==> config.mk <==
export PLATFORM = sky130hd
export DESIGN_NAME = tcbm_device_link
export DESIGN_NICKNAME = d
export VERILOG_FILES = /design/src/rtl/tcbm_pkg.sv /design/src/rtl/tcbm_sync.sv /design/src/rtl/tcbm_device_link.sv
export SDC_FILE = /design/constraint.sdc
export NUM_CORES = 1
export LEC_CHECK = 0
export ABC_AREA = 1
export ABC_CLOCK_PERIOD_IN_PS = 2100
export BUFFER_PORTS_ARGS = -buffer_cell sky130_fd_sc_hd__buf_2
export CORE_UTILIZATION = 34
export CTS_CLUSTER_SIZE = 28
export DETAILED_ROUTE_END_ITERATION = 16
export PLACE_DENSITY = 0.63
export SYNTH_ARGS = -nofsm -noshare
export SYNTH_HDL_FRONTEND = slang
export SYNTH_HIERARCHICAL = 1
export SYNTH_SLANG_ARGS = --single-unit
==> constraint.sdc <==
create_clock -name clock -period 2.1 [get_ports clock]
set_input_delay 0.42 -clock clock [delete_from_list [all_inputs] [get_ports clock]]
set_output_delay 0.42 -clock clock [all_outputs]
set_load 0.005 [all_outputs]
==> src/rtl/tcbm_pkg.sv <==
// Shared constants, state encoding and helpers for the drive-side TCBM link.
package tcbm_pkg;

   localparam logic [7:0] CODE_CMD = 8'h81;
   localparam logic [7:0] CODE_WR  = 8'h82;
   localparam logic [7:0] CODE_RD  = 8'h83;

   localparam logic [1:0] ST_OK  = 2'b00;
   localparam logic [1:0] ST_ERR = 2'b11;

   typedef enum logic [2:0] {
      S_IDLE,
      S_CODE_ACK,
      S_DATA_WAIT,
      S_WR_HOLD,
      S_RD_WAIT,
      S_DONE
   } link_state_t;

   function automatic logic code_is_valid(input logic [7:0] code);
      return code inside {CODE_CMD, CODE_WR, CODE_RD};
   endfunction

endpackage

==> src/rtl/tcbm_sync.sv <==
// N-flop synchronizer for an asynchronous level; resets to 1 so an idle
// active-low line reads as deasserted.
module tcbm_sync #(
   parameter int N = 2
) (
   input  logic clock,
   input  logic _reset,
   input  logic d,
   output logic q
);

   logic [N-1:0] chain;

   always_ff @(posedge clock or negedge _reset) begin
      if (!_reset) begin
         chain <= '1;
      end else begin
         chain <= {chain[N-2:0], d};
      end
   end

   assign q = chain[N-1];

endmodule

==> src/rtl/tcbm_device_link.sv <==
// Drive-side TCBM link engine: two-phase code/data handshake against the host,
// bridging host bytes to local valid/ready streams.
module tcbm_device_link
   import tcbm_pkg::*;
#(
   parameter int SYNC_STAGES = 2,
   parameter int TIMEOUT     = 100000
) (
   input  logic       clock,
   input  logic       _reset,
   input  logic [7:0] tcbm_data_in,
   output logic [7:0] tcbm_data_out,
   output logic       tcbm_data_oe,
   input  logic       tcbm_dav,
   output logic       tcbm_ack,
   output logic [1:0] tcbm_status,
   output logic       rx_valid,
   output logic [7:0] rx_data,
   output logic       rx_is_cmd,
   input  logic       rx_ready,
   input  logic       tx_valid,
   input  logic [7:0] tx_data,
   input  logic [1:0] tx_status,
   output logic       tx_ready,
   output logic       link_err
);

   localparam int              TW       = $clog2(TIMEOUT + 1);
   localparam logic [TW-1:0]   TMO_LAST = TW'(TIMEOUT - 1);

   link_state_t   state, state_next;
   logic          dav_s;
   logic          timed;
   logic          tmo_fire;
   logic [TW-1:0] tmo_cnt;

   logic [7:0] code_q,   code_d;
   logic       ack_q,    ack_d;
   logic       oe_q,     oe_d;
   logic [7:0] dout_q,   dout_d;
   logic [1:0] status_q, status_d;
   logic       rxv_q,    rxv_d;
   logic [7:0] rxd_q,    rxd_d;
   logic       cmd_q,    cmd_d;
   logic       txr_q,    txr_d;
   logic       lerr_q,   lerr_d;

   tcbm_sync #(.N(SYNC_STAGES)) u_dav_sync (
      .clock  (clock),
      ._reset (_reset),
      .d      (tcbm_dav),
      .q      (dav_s)
   );

   always_ff @(posedge clock or negedge _reset) begin
      if (!_reset) begin
         state <= S_IDLE;
      end else begin
         state <= state_next;
      end
   end

   // Timeout only fires when the host fails to move; any progress wins the tie.
   always_comb begin
      state_next = state;
      timed      = (state == S_CODE_ACK) || (state == S_DATA_WAIT) || (state == S_DONE);
      tmo_fire   = 1'b0;
      case (state)
         S_IDLE: begin
            if (!dav_s) state_next = S_CODE_ACK;
         end
         S_CODE_ACK: begin
            if (dav_s) state_next = code_is_valid(code_q) ? S_DATA_WAIT : S_IDLE;
            else if (tmo_cnt == TMO_LAST) tmo_fire = 1'b1;
         end
         S_DATA_WAIT: begin
            if (!dav_s) state_next = (code_q == CODE_RD) ? S_RD_WAIT : S_WR_HOLD;
            else if (tmo_cnt == TMO_LAST) tmo_fire = 1'b1;
         end
         S_WR_HOLD: begin
            if (rxv_q && rx_ready) state_next = S_DONE;
         end
         S_RD_WAIT: begin
            if (tx_valid) state_next = S_DONE;
         end
         S_DONE: begin
            if (dav_s) state_next = S_IDLE;
            else if (tmo_cnt == TMO_LAST) tmo_fire = 1'b1;
         end
         default: state_next = S_IDLE;
      endcase
      if (tmo_fire) state_next = S_IDLE;
   end

   always_comb begin
      code_d   = code_q;
      ack_d    = ack_q;
      oe_d     = oe_q;
      dout_d   = dout_q;
      status_d = status_q;
      rxv_d    = rxv_q;
      rxd_d    = rxd_q;
      cmd_d    = cmd_q;
      txr_d    = 1'b0;
      lerr_d   = 1'b0;
      case (state)
         S_IDLE: begin
            if (!dav_s) begin
               code_d   = tcbm_data_in;
               ack_d    = 1'b0;
               status_d = code_is_valid(tcbm_data_in) ? ST_OK : ST_ERR;
            end
         end
         S_CODE_ACK: begin
            if (dav_s) begin
               ack_d  = 1'b1;
               lerr_d = !code_is_valid(code_q);
            end
         end
         S_DATA_WAIT: begin
            if (!dav_s && code_q != CODE_RD) begin
               rxd_d    = tcbm_data_in;
               rxv_d    = 1'b1;
               cmd_d    = (code_q == CODE_CMD);
               status_d = ST_OK;
            end
         end
         S_WR_HOLD: begin
            if (rxv_q && rx_ready) begin
               rxv_d = 1'b0;
               ack_d = 1'b0;
            end
         end
         S_RD_WAIT: begin
            if (tx_valid) begin
               dout_d   = tx_data;
               status_d = tx_status;
               oe_d     = 1'b1;
               txr_d    = 1'b1;
               ack_d    = 1'b0;
            end
         end
         S_DONE: begin
            if (dav_s) begin
               ack_d = 1'b1;
               oe_d  = 1'b0;
            end
         end
         default: begin
            ack_d = 1'b1;
            oe_d  = 1'b0;
         end
      endcase
      if (tmo_fire) begin
         ack_d  = 1'b1;
         oe_d   = 1'b0;
         rxv_d  = 1'b0;
         lerr_d = 1'b1;
      end
   end

   always_ff @(posedge clock or negedge _reset) begin
      if (!_reset) begin
         code_q   <= 8'h00;
         ack_q    <= 1'b1;
         oe_q     <= 1'b0;
         dout_q   <= 8'h00;
         status_q <= ST_OK;
         rxv_q    <= 1'b0;
         rxd_q    <= 8'h00;
         cmd_q    <= 1'b0;
         txr_q    <= 1'b0;
         lerr_q   <= 1'b0;
      end else begin
         code_q   <= code_d;
         ack_q    <= ack_d;
         oe_q     <= oe_d;
         dout_q   <= dout_d;
         status_q <= status_d;
         rxv_q    <= rxv_d;
         rxd_q    <= rxd_d;
         cmd_q    <= cmd_d;
         txr_q    <= txr_d;
         lerr_q   <= lerr_d;
      end
   end

   // Counter restarts whenever the FSM moves, so it measures time spent stuck in one state.
   always_ff @(posedge clock or negedge _reset) begin
      if (!_reset) begin
         tmo_cnt <= '0;
      end else if (!timed || state_next != state) begin
         tmo_cnt <= '0;
      end else begin
         tmo_cnt <= tmo_cnt + TW'(1);
      end
   end

   assign tcbm_ack      = ack_q;
   assign tcbm_data_oe  = oe_q;
   assign tcbm_data_out = dout_q;
   assign tcbm_status   = status_q;
   assign rx_valid      = rxv_q;
   assign rx_data       = rxd_q;
   assign rx_is_cmd     = cmd_q;
   assign tx_ready      = txr_q;
   assign link_err      = lerr_q;

endmodule
==> impl_metrics.tcl <==
set metrics [dict create \
    yosysSeqAreaShare 0.517 \
    finalWorstSetupSlack_ns 0.254 \
    vdd_drop_max_v 0.000486 \
    rsz0062_at_grt "no" \
    syn_to_final_growth_pct 16.9 \
    layout_worst_path_cycle_share 0.879 \
    p_sw_mw 1.21 \
    grt_util_met3 0.0279 \
    cp-start-kind "register" \
    hold_path.class "in2async" \
    grt_usage 0.140 \
    postRouteAntennaNets 0 \
    yosys_register_bits 54 \
    power.share.clock 0.187 \
    period_needed_ns 1.85 \
    remaining_drc_errors 0 \
    n_antenna_cell 0 \
    grt_pass1_vias 2112 \
    combPwrFrac 0.340 \
    numCtsBuffers 5 \
    final_nets 392 \
    p_per_area_mw_per_mm2 1040 \
    dpl.hpwl_microns 3950 \
    cts_resized 0 \
    avgRoutedWirePerCell_microns 11.1 \
    clockRootBuffer "clkbuf_8" \
    clk_path_buf_depth 2 \
    synth_top_cell_by_area "dfrtp_1" \
    pwr-share-seq 0.472 \
    first_iter_violations 149 \
    yosysUniqueCellTypes 29 \
    io_pins 47 \
    grt.busiest_layer "met2" \
    gp_congestion 0.950 \
    yosys_warnings 6 \
    cp.required_ns 2.30 \
    p_int_mw 1.97 \
    port_buffers 46 \
    critPathCaptureType "register" \
    die_area_sq_mm 0.00806 \
    dpl_worst_slack_ns 0.270 \
    vias_per_cell 4.52 \
    drive_gt1_frac 0.241 \
    cts_tree "done" \
    finish.instance_area_sq_mm 0.00306 \
    outcome "finished, final reports clean" \
    initial_core_util 0.357 \
    worstPathArrival_ns 2.04 \
    synth.top_cells.by_area "dfrtp_1 49%, nand2_1 14%, inv_1 4.6%, nor2_1 4.4%, o21ai_0 3.4%" \
    n_fill_cell 744 \
    htree_levels 2 \
    clock.fmax_mhz 542 \
    syn_nets 340 \
    clkTransAtPathRegs_ns 0.10 \
    fin_setup_tns_ns 0 \
    switching_share 0.381 \
    vias 2115 \
    synthArstFlopShare 1.00 \
    synth_edf_count 0 \
    dr.pass1.iters 4 \
    clk_latency_ns 0.31 \
    hold_buffers 0 \
    hold_viol 0 \
    rows 31 \
    synth.top_cell.area_share 0.487 \
    setup_viol 0 \
    grt_util_met2 0.228 \
    grt_antenna_before_repair 0 \
    synth_commonest_cells "98 x nand2_1, 51 x dfrtp_1, 32 x inv_1" \
    tightestPinTransition_ns 0.479 \
    wirelength_microns 5180 \
    slew_headroom 0.680 \
    die_h_microns 89.8 \
    avgSynthCellArea_sq_um 8.29 \
    grt_max_degree 20 \
    coreArea_sq_mm 0.00733 \
    max_cap_violations 0 \
    drv_slew 0 \
    postCtsSetupRepairBufs 0 \
    grt_pass1_wl_microns 9320 \
    skew_ns 0.00729 \
    clock-sinks 54 \
    leakage_nw 1.56 \
    yosys.cell_count.top_type "nand2_1" \
    critical_path_class "reg2reg" \
    place_area_sq_mm 0.00297 \
    netlist_area_sq_mm 0.00262 \
    cp_max_fo 17 \
    overflow 0 \
    grt_use_met1 0.186 \
    ys.flop_type "dfrtp_1" \
    die_w_microns 89.8 \
    synth_cells 316 \
]
## cells by family (layout without fill, tap and decap cells)
logic type      after synthesis  after routing  synth area share
simple gates                183            183             0.318
fa+ha+maj                     1              1           0.00478
compound gates               23             23            0.0463
flops                        54             54             0.517
buf+inv                      42             95            0.0698
xor+xnor                     13             13            0.0435
## through the flow
step | utilization | hold WS [ns] | instances | total power, mW
after floorplan | - | 0.124 | 316 | 2.28
after global placement | 0.405 | 0.352 | 460 | 2.59
after detailed placement | 0.405 | 0.352 | 460 | 2.61
after CTS | 0.417 | 0.0236 | 468 | 3.22
after global routing | 0.417 | 0.0384 | 468 | 3.45
final | 0.417 | 0.0198 | 468 | 3.18
## worst paths after layout
| kind | start | to | cells after the start | slack [ns] |
|---|---|---|---|---|
| max in group asynchronous | _reset | tcbm_ack | 2 | 1.43 |
| min reg2reg | u_dav_sync/chain[0] | u_dav_sync/chain[1] | 0 | 0.36 |
| max | state[0] | tmo_cnt[4] | 10 | 0.25 |
| min in group clock | tcbm_dav | u_dav_sync/chain[0] | 1 | 0.20 |
| max reg2reg | state[0] | tmo_cnt[4] | 10 | 0.25 |
| min | _reset | rx_data[2] | 1 | 0.02 |
## sequential cells by signal (all words and copies together) (netlist names)
signal,flops
u_dav_sync/chain,2
tcbm_status,2
rx_is_cmd,1
tcbm_data_oe,1
tmo_cnt,17
rx_data,8
code_q,8
rx_valid,1
tx_ready,1
state,3
link_err,1
tcbm_data_out,8
tcbm_ack,1
## worst max-delay path, cell delays in order (launching register included)
cell,delay (ns)
dfrtp_1,0.56
nor2_1,0.25
nand3_1,0.12
nand2_1,0.08
nor2_1,0.05
nand2_1,0.10
nand3_2,0.12
nand2_1,0.10
nand2_2,0.06
nand2_4,0.21
nor2_1,0.07
## layout make-up
cell class	count	area, sq um	area share
sequential	54	1360	0.443
multi-input combinational	220	1080	0.353
timing repair buffer	52	275	0.0899
inverter	35	131	0.0429
tap	99	124	0.0405
clock buffer	5	68.8	0.0225
clock inverter	3	25.0	0.00818
## placed cells by master, fill, tap and decap left out, types with 3 or more instances in the layout
cell type  count
nor3_1         5
dfrtp_1       51
clkbuf_8       5
buf_2         46
nand2_1       98
buf_4          6
nand4_1        6
nand2_2        6
nor2_1        31
nand3_1       16
xor2_1        10
dfstp_2        3
o21ai_0       18
xnor2_1        3
inv_1         32
nor2_2        11
nand3_2        4
## power by group through the flow
stage | registers (mW) | clock network [mW] | logic, mW
2_1_floorplan | 1.47 | 0 | 0.806
3_3_place_gp | 1.51 | 0 | 1.08
3_5_place_dp | 1.52 | 0 | 1.10
4_1_cts | 1.50 | 0.623 | 1.10
5_1_grt | 1.54 | 0.667 | 1.25
6_report | 1.50 | 0.595 | 1.08
## metal layers
metal | vias to the layer above | routed length [microns]
li1 | 1088 | -
met1 | 963 | 2570
met2 | 59 | 2310
met3 | 5 | 235
met4 | 0 | 58
met5 | - | 0
(Power assumes the default switching activity.)
